==> src/rtl/fetch_pkg.sv <==
// Shared fetch-stage definitions: opcode field width, control opcodes,
// and the default-width fetch entry carried through the skid buffer.
package fetch_pkg;

    localparam int OP_W        = 4;
    localparam int DEF_INSTR_W = 24;
    localparam int DEF_ADDR_W  = 10;

    localparam logic [OP_W-1:0] OP_BR_A  = 4'b1100;
    localparam logic [OP_W-1:0] OP_BR_B  = 4'b1101;
    localparam logic [OP_W-1:0] OP_HALT  = 4'b1111;

    typedef struct packed {
        logic [DEF_INSTR_W-1:0] instr;
        logic [DEF_ADDR_W-1:0]  pc;
    } fetch_entry_t;

endpackage

==> src/rtl/fetch_skid_buffer.sv <==
// Two-entry FIFO of fetch entries with push, pop and flush. The entry type is
// a parameter so the top can match its own instruction and address widths.
module fetch_skid_buffer
    import fetch_pkg::*;
#(
    parameter type entry_t = fetch_entry_t
) (
    input  logic       clk,
    input  logic       rst_n,
    input  logic       flush,
    input  logic       push,
    input  logic       pop,
    input  entry_t     push_data,
    output entry_t     head,
    output logic [1:0] count
);

    entry_t mem [2];
    logic   wr_ptr;
    logic   rd_ptr;

    // NOTE: non-blocking assignments for all clocked state so every register
    // samples the pre-edge values regardless of statement order.
    always_ff @(posedge clk or negedge rst_n) begin
        if (!rst_n) begin
            wr_ptr <= 1'b0;
            rd_ptr <= 1'b0;
            count  <= 2'd0;
        end else if (flush) begin
            wr_ptr <= 1'b0;
            rd_ptr <= 1'b0;
            count  <= 2'd0;
        end else begin
            if (push) wr_ptr <= ~wr_ptr;
            if (pop)  rd_ptr <= ~rd_ptr;
            case ({push, pop})
                2'b10:   count <= count + 2'd1;
                2'b01:   count <= count - 2'd1;
                default: count <= count;
            endcase
        end
    end

    // NOTE: the storage array is deliberately not reset; count gates every
    // read, so stale contents are never observed and the array stays plain RAM.
    always_ff @(posedge clk) begin
        if (push) mem[wr_ptr] <= push_data;
    end

    assign head = mem[rd_ptr];

endmodule

==> src/rtl/instr_fetch_unit.sv <==
// Instruction fetch stage: PC, synchronous imem reads, 2-entry skid buffer and
// valid/ready hand-off to decode. Define FETCH_HALT_EN to stop fetching on OP_HALT.
module instr_fetch_unit
    import fetch_pkg::*;
#(
    parameter int                ADDR_W   = 10,
    parameter int                INSTR_W  = 24,
    parameter logic [ADDR_W-1:0] RESET_PC = '0
) (
    input  logic               clk,
    input  logic               rst_n,
    output logic               imem_en,
    output logic [ADDR_W-1:0]  imem_addr,
    input  logic [INSTR_W-1:0] imem_rdata,
    input  logic               redirect_valid,
    input  logic [ADDR_W-1:0]  redirect_pc,
    output logic               if_valid,
    input  logic               if_ready,
    output logic [INSTR_W-1:0] if_instr,
    output logic [ADDR_W-1:0]  if_pc,
    output logic [OP_W-1:0]    if_op
);

    typedef struct packed {
        logic [INSTR_W-1:0] instr;
        logic [ADDR_W-1:0]  pc;
    } slot_t;

    logic [ADDR_W-1:0] pc;
    logic [ADDR_W-1:0] inflight_pc;
    logic              inflight;
    logic              halted;
    logic [1:0]        count;
    logic [1:0]        occupancy;
    logic              accept;
    logic              issue;
    logic              push;
    logic              pop;
    logic              flush;
    logic              halt_take;
    slot_t             arrive;
    slot_t             buf_head;
    slot_t             head;

    always_comb begin
        arrive.instr = imem_rdata;
        arrive.pc    = inflight_pc;
    end

    // NOTE: every output of this block gets a default first so no path
    // leaves it unassigned and no latch is inferred.
    always_comb begin
        head = '0;
        if (count != 2'd0)
            head = buf_head;
        else if (inflight)
            head = arrive;
    end

    assign if_valid = (count != 2'd0 || inflight) && !redirect_valid;
    assign if_instr = head.instr;
    assign if_pc    = head.pc;
    assign if_op    = head.instr[INSTR_W-1 -: OP_W];
    assign accept   = if_valid && if_ready;

`ifdef FETCH_HALT_EN
    assign halt_take = accept && (if_op == OP_HALT);

    always_ff @(posedge clk or negedge rst_n) begin
        if (!rst_n)
            halted <= 1'b0;
        else if (redirect_valid)
            halted <= 1'b0;
        else if (halt_take)
            halted <= 1'b1;
    end
`else
    assign halt_take = 1'b0;
    assign halted    = 1'b0;
`endif

    assign flush = redirect_valid || halt_take;

    // At most two words may be buffered or in flight, so the buffer can
    // always absorb the read issued this cycle.
    assign occupancy = count + {1'b0, inflight};
    assign issue     = rst_n && !redirect_valid && !halted && !halt_take
                       && (occupancy <= 2'd1);

    assign imem_en   = issue;
    assign imem_addr = pc;

    // Arriving data goes to the buffer unless it leaves straight to decode.
    assign pop  = accept && (count != 2'd0);
    assign push = inflight && !flush && !(accept && count == 2'd0);

    always_ff @(posedge clk or negedge rst_n) begin
        if (!rst_n) begin
            pc          <= RESET_PC;
            inflight    <= 1'b0;
            inflight_pc <= RESET_PC;
        end else begin
            if (redirect_valid)
                pc <= redirect_pc;
            else if (issue)
                pc <= pc + ADDR_W'(1);
            inflight <= issue;
            if (issue)
                inflight_pc <= pc;
        end
    end

    fetch_skid_buffer #(
        .entry_t (slot_t)
    ) u_skid (
        .clk       (clk),
        .rst_n     (rst_n),
        .flush     (flush),
        .push      (push),
        .pop       (pop),
        .push_data (arrive),
        .head      (buf_head),
        .count     (count)
    );

endmodule

==> config.mk <==
export PLATFORM = sky130hd
export DESIGN_NAME = instr_fetch_unit
export DESIGN_NICKNAME = d
export VERILOG_FILES = /design/src/rtl/fetch_pkg.sv /design/src/rtl/fetch_skid_buffer.sv /design/src/rtl/instr_fetch_unit.sv
export SDC_FILE = /design/constraint.sdc
export NUM_CORES = 1
export LEC_CHECK = 0
export CAP_MARGIN = 0
export CORE_ASPECT_RATIO = 0.9
export CORE_MARGIN = 5
export CORE_UTILIZATION = 40
export DETAILED_ROUTE_END_ITERATION = 7
export PLACE_DENSITY_LB_ADDON = 0.25
export SLEW_MARGIN = 5
export SYNTH_ARGS = -nofsm -noshare
export SYNTH_HDL_FRONTEND = slang
export SYNTH_SLANG_ARGS = --single-unit
==> constraint.sdc <==
create_clock -name clk -period 5.1 [get_ports clk]
set_input_delay 1.02 -clock clk [delete_from_list [all_inputs] [get_ports clk]]
set_output_delay 1.02 -clock clk [all_outputs]
set_load 0.02 [all_outputs]
* Yosys cells after proc, flatten, opt, wreduce, memory -nomap -nowiden
Memory sizes are Yosys's and may differ from the RTL's.
Index checks and enable logic that the tools add are counted.
** Word-level totals
- Bits in registers :: 25
- Bits in writable memories :: 68
- Input port bits :: 38
- Output and inout bits :: 50
- Word-level logic and storage cells :: 45
- Memories kept :: 1
** Memory list
- u_skid.mem :: words 2, bits a word 34, read ports 1, clocked after Yosys merged registers in 0, write ports 1, RTL line fetch_skid_buffer.sv:18 : entry_t mem [2];
** Cells by class
- Add/sub/neg operators :: 4
- Magnitude comparators :: 1
- Equality and inequality tests :: 2
- Mux-type cells :: 12
- Bitwise operators :: 2
- Reduce and logical (&&, ||, !) cells :: 17
** Operators with widths (number)
- 34-bit two-way mux :: 2
- 10-bit two-way mux :: 2
- 10-bit by 1-bit adder with 10-bit output, second input constant :: 1
- 1-bit logical AND :: 8
- 2-bit nonzero test :: 4
- 1-bit two-way mux :: 6
- 2-bit case mux with 2 select lines :: 1
- 3-bit nonzero test :: 1
- 2-bit by 1-bit adder with 2-bit output :: 1
- 2-bit by 1-bit adder with 2-bit output, second input constant :: 1
- 2-bit by 1-bit equality test with 1-bit output, second input constant :: 1
- 2-bit equality test, second input constant :: 1
- 2-bit by 1-bit less-or-equal comparator with 1-bit output, second input constant :: 1
- 1-bit zero test :: 2
- 2-bit zero test :: 1
- 2-bit two-way mux :: 1
- 1-bit inverter :: 2
- 2-bit by 1-bit subtractor with 2-bit output, second input constant :: 1
- 1-bit logical OR :: 1

* Depth between registers and ports, before layout
- Depth after elaboration :: 10
- Depth in mapped cells :: 7

* Hierarchy
From an unflattened synthesis, not the netlist that was laid out.
** Second synthesis, totals
- Cells, all modules :: 336
- Area, all modules :: 4362.9 um^2
** Modules (own cells, without submodules)
- fetch_skid_buffer :: instances 1, cells an instance 125, area an instance 2783.9 um^2, sequential area each 2142.1 um^2
- instr_fetch_unit :: instances 1, cells an instance 211, area an instance 1579.0 um^2, sequential area each 525.5 um^2

* Worst setup path after synthesis
OpenSTA, ideal clock, no wires.
- Path kind :: input -> register
- From :: in redirect_valid
- To :: mem u_skid.mem[1][0] (netlist name), enable pin
- Library setup time :: 0.475 ns
- Arrival time :: 3.972 ns
- Required time :: 4.625 ns
- Setup slack :: 0.653 ns
- Cell stages on the path :: 3
- Cells stage by stage :: buf_1 buf_1 nor3b_1
** On the way
- Cells in the longest elaborated chain, start to end :: 8
** RTL lines
- start, declared :: RTL line instr_fetch_unit.sv:15 : input logic redirect_valid,
- 1-bit zero test * :: RTL line instr_fetch_unit.sv:60, instr_fetch_unit.sv:95
- 1-bit logical AND :: RTL line instr_fetch_unit.sv:60 : assign if_valid = (count != 2'd0 || inflight) && !redirect_valid;
- 1-bit logical AND :: RTL line instr_fetch_unit.sv:64 : assign accept = if_valid && if_ready;
- 1-bit logical AND :: RTL line instr_fetch_unit.sv:95 : assign push = inflight && !flush && !(accept && count == 2'd0);
- 1-bit zero test :: RTL line instr_fetch_unit.sv:95
- 1-bit logical AND * :: RTL line instr_fetch_unit.sv:95
- 1-bit two-way mux * :: RTL line fetch_skid_buffer.sv:47 : if (push) mem[wr_ptr] <= push_data;
- 1-bit two-way mux (not written as such) * :: RTL line fetch_skid_buffer.sv:47
- end, declared :: RTL line fetch_skid_buffer.sv:18
Every way passes the cells marked *; elsewhere a longest branch is shown, timed or not.

* Final worst setup path
- From :: in redirect_valid
- To :: out imem_en
** On the way
- Cells in the longest elaborated chain, start to end :: 3
** RTL lines
- 1-bit zero test :: RTL line instr_fetch_unit.sv:87 : assign issue = rst_n && !redirect_valid && !halted && !halt_take
- 1-bit logical AND :: RTL line instr_fetch_unit.sv:87
- 1-bit logical AND :: RTL line instr_fetch_unit.sv:88 : && (occupancy <= 2'd1);
- end, declared :: RTL line instr_fetch_unit.sv:12 : output logic imem_en,
No other way between the ends.

==> impl_metrics.csv <==
group,metric,value,unit
global_route,antenna_found_initial,0,
sta,hold_viol,0,
synthesis,synth_area_per_cell,13.3,um2
detailed_routing,drc,0,
clock_network,h-tree-depth,3,
finish,drive_above_1_share,9.67,%
detailed_routing,drt_iter0_drc,137,
status,status,"completed",
sta,finalSetupViolations,0,
power,powerDensity,329,nW/um2
detailed_routing,ant_nets,0,
synthesis,synth.distinct_cells,41,
setup_path,max_stage_delay,0.56,ns
clock_network,cts_buffers,9,
sta,fin_setup_tns,0,ns
setup_path,rr_worst_depth,4,
global_route,grt_start_max_net_pins,43,
finish,fin_util,52.6,%
detailed_routing,via_per_inst,5.13,
synthesis,async_flop_share,26.9,%
detailed_routing,wl_met3,419,um
clock_network,clock_path_buffers,2,
clock_network,path_clk_slew,0.06,ns
setup_path,cp_slowest_cell,"clkdlybuf4s50_1",
synthesis,ys_warn_count,0,
clock_network,clkLatencyLatePin,0.33,ns
synthesis,synth_most_common_cell,"edfxtp_1",
detailed_routing,routed.top_layer,"met4",
finish,syn2layout_area_growth,30.1,%
global_route,grt_pass1_vias,2595,
global_route,grt_pass1_wl,13.4,mm
synthesis,synth-edff-count,68,
clock_network,post_cts_buffers,0,
sta,worstMarginPinSlew,1.08,ns
hold_path,min_path_cells,0,
die,die_y,106,um
die,rows,35,
setup_path,endpoint_kind,"output port",
setup_path,arrival,2.83,ns
sta,holdWs,0.509,ns
setup_path,start_kind,"input pin",
sta,final.min_clock_period,3.85,ns
setup_path,path_class,"input pin to output port",
placed_design,portBuffers,87,
die,core-area,10200,um2
detailed_routing,wl_met1,3.94,mm
synthesis,synth_top_area_share,49.7,%
clock_network,cts_root_buffer,"clkbuf_16",
finish,final_nets,427,
detailed_routing,wl_met2,3.77,mm
die,die_area,12400,um2
die,initial_core_util,40.4,%
placed_design,dp_hpwl,5.30,mm
synthesis,mappedNetlistArea,4110,um2
finish,antenna_cells,0,
detailed_routing,dr_total_vias,2676,
synthesis,yosys-top-cells-count,"edfxtp_1 (68), o21ai_0 (43), nand3_1 (38)",
synthesis,synthTopCellsByArea,"edfxtp_1 (50%), dfrtp_1 (15%), mux2i_1 (8.5%), o21ai_0 (5.2%), nand3_1 (4.6%)",
synthesis,synthFlopType,"edfxtp_1",
setup_path,timing.reg2reg.setup_slack,2.93,ns
global_route,grt_use_total,13.8,%
power,power,1.76,mW
power,leakage,1.83,nW
synthesis,synth_cells,309,
sta,slew_violations,0,
synthesis,yosys_register_bits,93,
clock_network,cts_tree,"done",
sta,clock_skew,0.00576,ns
hold_path,hold_class,"register to register",
die,ios,88,
synthesis,synth_area_leader_cell,"edfxtp_1",
sta,fin_crit_sh,75.5,%
sta,grt_setup_unrepaired,"no",
setup_path,path_cells,"clkdlybuf4s50_1 > buf_4 > nand2b_2 > inv_1 > clkdlybuf4s50_1",
die,chipWidth,117,um
detailed_routing,firstDrtPassIters,4,
synthesis,synth_nets,348,
power,peakVddDrop,139,uV
synthesis,seq_area_frac_synth,65.0,%
clock_network,clkSinkCount,93,
global_route,grt_overflow,0,
setup_path,crit_top_cell,"clkdlybuf4s50_1",
sta,relSlewSlack,27.9,%
clock_network,cts_resized,0,
setup_path,worstPathRequired,4.08,ns
clock_network,cts-hold-fix-buffers,0,
setup_path,crit_fanout,32,
sta,fmax,260,MHz
detailed_routing,drt-total-wl,8.26,mm
placed_design,routabilityCongestion,0.751,
run,cap_viol_max_count,0,
detailed_routing,routedWlPerCell,15.8,um
[state kept, by name, indices dropped and copies added (netlist names)]
signal	flops
u_skid.count	2
imem_addr	10
u_skid.rd_ptr	1
inflight_pc	10
u_skid.wr_ptr	1
inflight	1
u_skid.mem	68
[routing by layer]
| layer | vias up | track usage [%] |
|---|---|---|
| met3 | 8 | 2.50 |
| met5 | - | 0 |
| met4 | 0 | 5.41 |
| li1 | 1315 | - |
| met1 | 1278 | 20.0 |
| met2 | 75 | 20.5 |
[worst max-delay path: cells and delay by family]
family | cells | cell delay [ns]
and+or+nand+nor | 1 | 0.42
buffers and inverters | 4 | 1.39
[worst paths after layout]
check                          startpoint                end
max                        redirect_valid            imem_en
min                        inflight_pc[0]   u_skid.mem[0][0]
max reg2reg                      inflight  u_skid.mem[1][14]
min reg2reg                inflight_pc[0]   u_skid.mem[0][0]
max in group asynchronous           rst_n      u_skid.rd_ptr
min in group asynchronous           rst_n    u_skid.count[1]
[stage by stage]
stage / cell area, um2 / cells / setup slack, ns
after detailed placement: 5070 / 506 / 1.25
after global routing: 5340 / 522 / 1.07
after global placement: 5070 / 506 / 1.26
final: 5340 / 522 / 1.25
after floorplan: 4110 / 309 / 0.653
after CTS: 5340 / 522 / 1.24
[layout by cell type (no fill, tap or decap), drive strengths merged, types with 2 or more instances in the layout]
master         synthesis  layout
inv                    5       6
a311o                  2       2
mux2                  10      10
nand3                 38      38
nand2b                 4       4
nor2                  11      11
o31a                   2       2
nand2                  9       9
buf                   16       6
clkinv                 0       2
nor3                   3       3
dfrtp                 25      25
o21ai                 43      43
clkdlybuf4s50          0      87
clkinvlp               0       3
edfxtp                68      68
nand4                  2       2
a21oi                  3       3
mux2i                 35      35
xor2                   6       6
clkbuf                 9      10
and3                   2       2
o211ai                 2       2
and2                   2       2
[report_power, final]
group          leakage (nW)  switching (mW)  internal [mW]
logic                 0.789           0.126          0.139
registers             0.923          0.0434          0.859
clock network         0.120           0.265          0.329
[cells by family after synthesis]
kind of cell,count (synthesis),share of synthesized area (%)
flip-flops,93,65.0
AND/OR/NAND/NOR,75,9.20
AO/OA/AOI/OAI,58,8.35
multiplexers,45,12.1
buffers and inverters,30,3.57
XOR/XNOR,7,1.49
adder cells (fa/ha/maj),1,0.305
[final cells by class]
class | instances | area (um2)
clock inverter | 6 | 38.8
sequential | 93 | 2670
clock buffer | 10 | 229
inverter | 5 | 18.8
multi-input combinational | 186 | 1310
fill | 903 | 4820
timing repair buffer | 93 | 916
tap | 129 | 161
No activity file was read; power rests on OpenSTA's default activity.
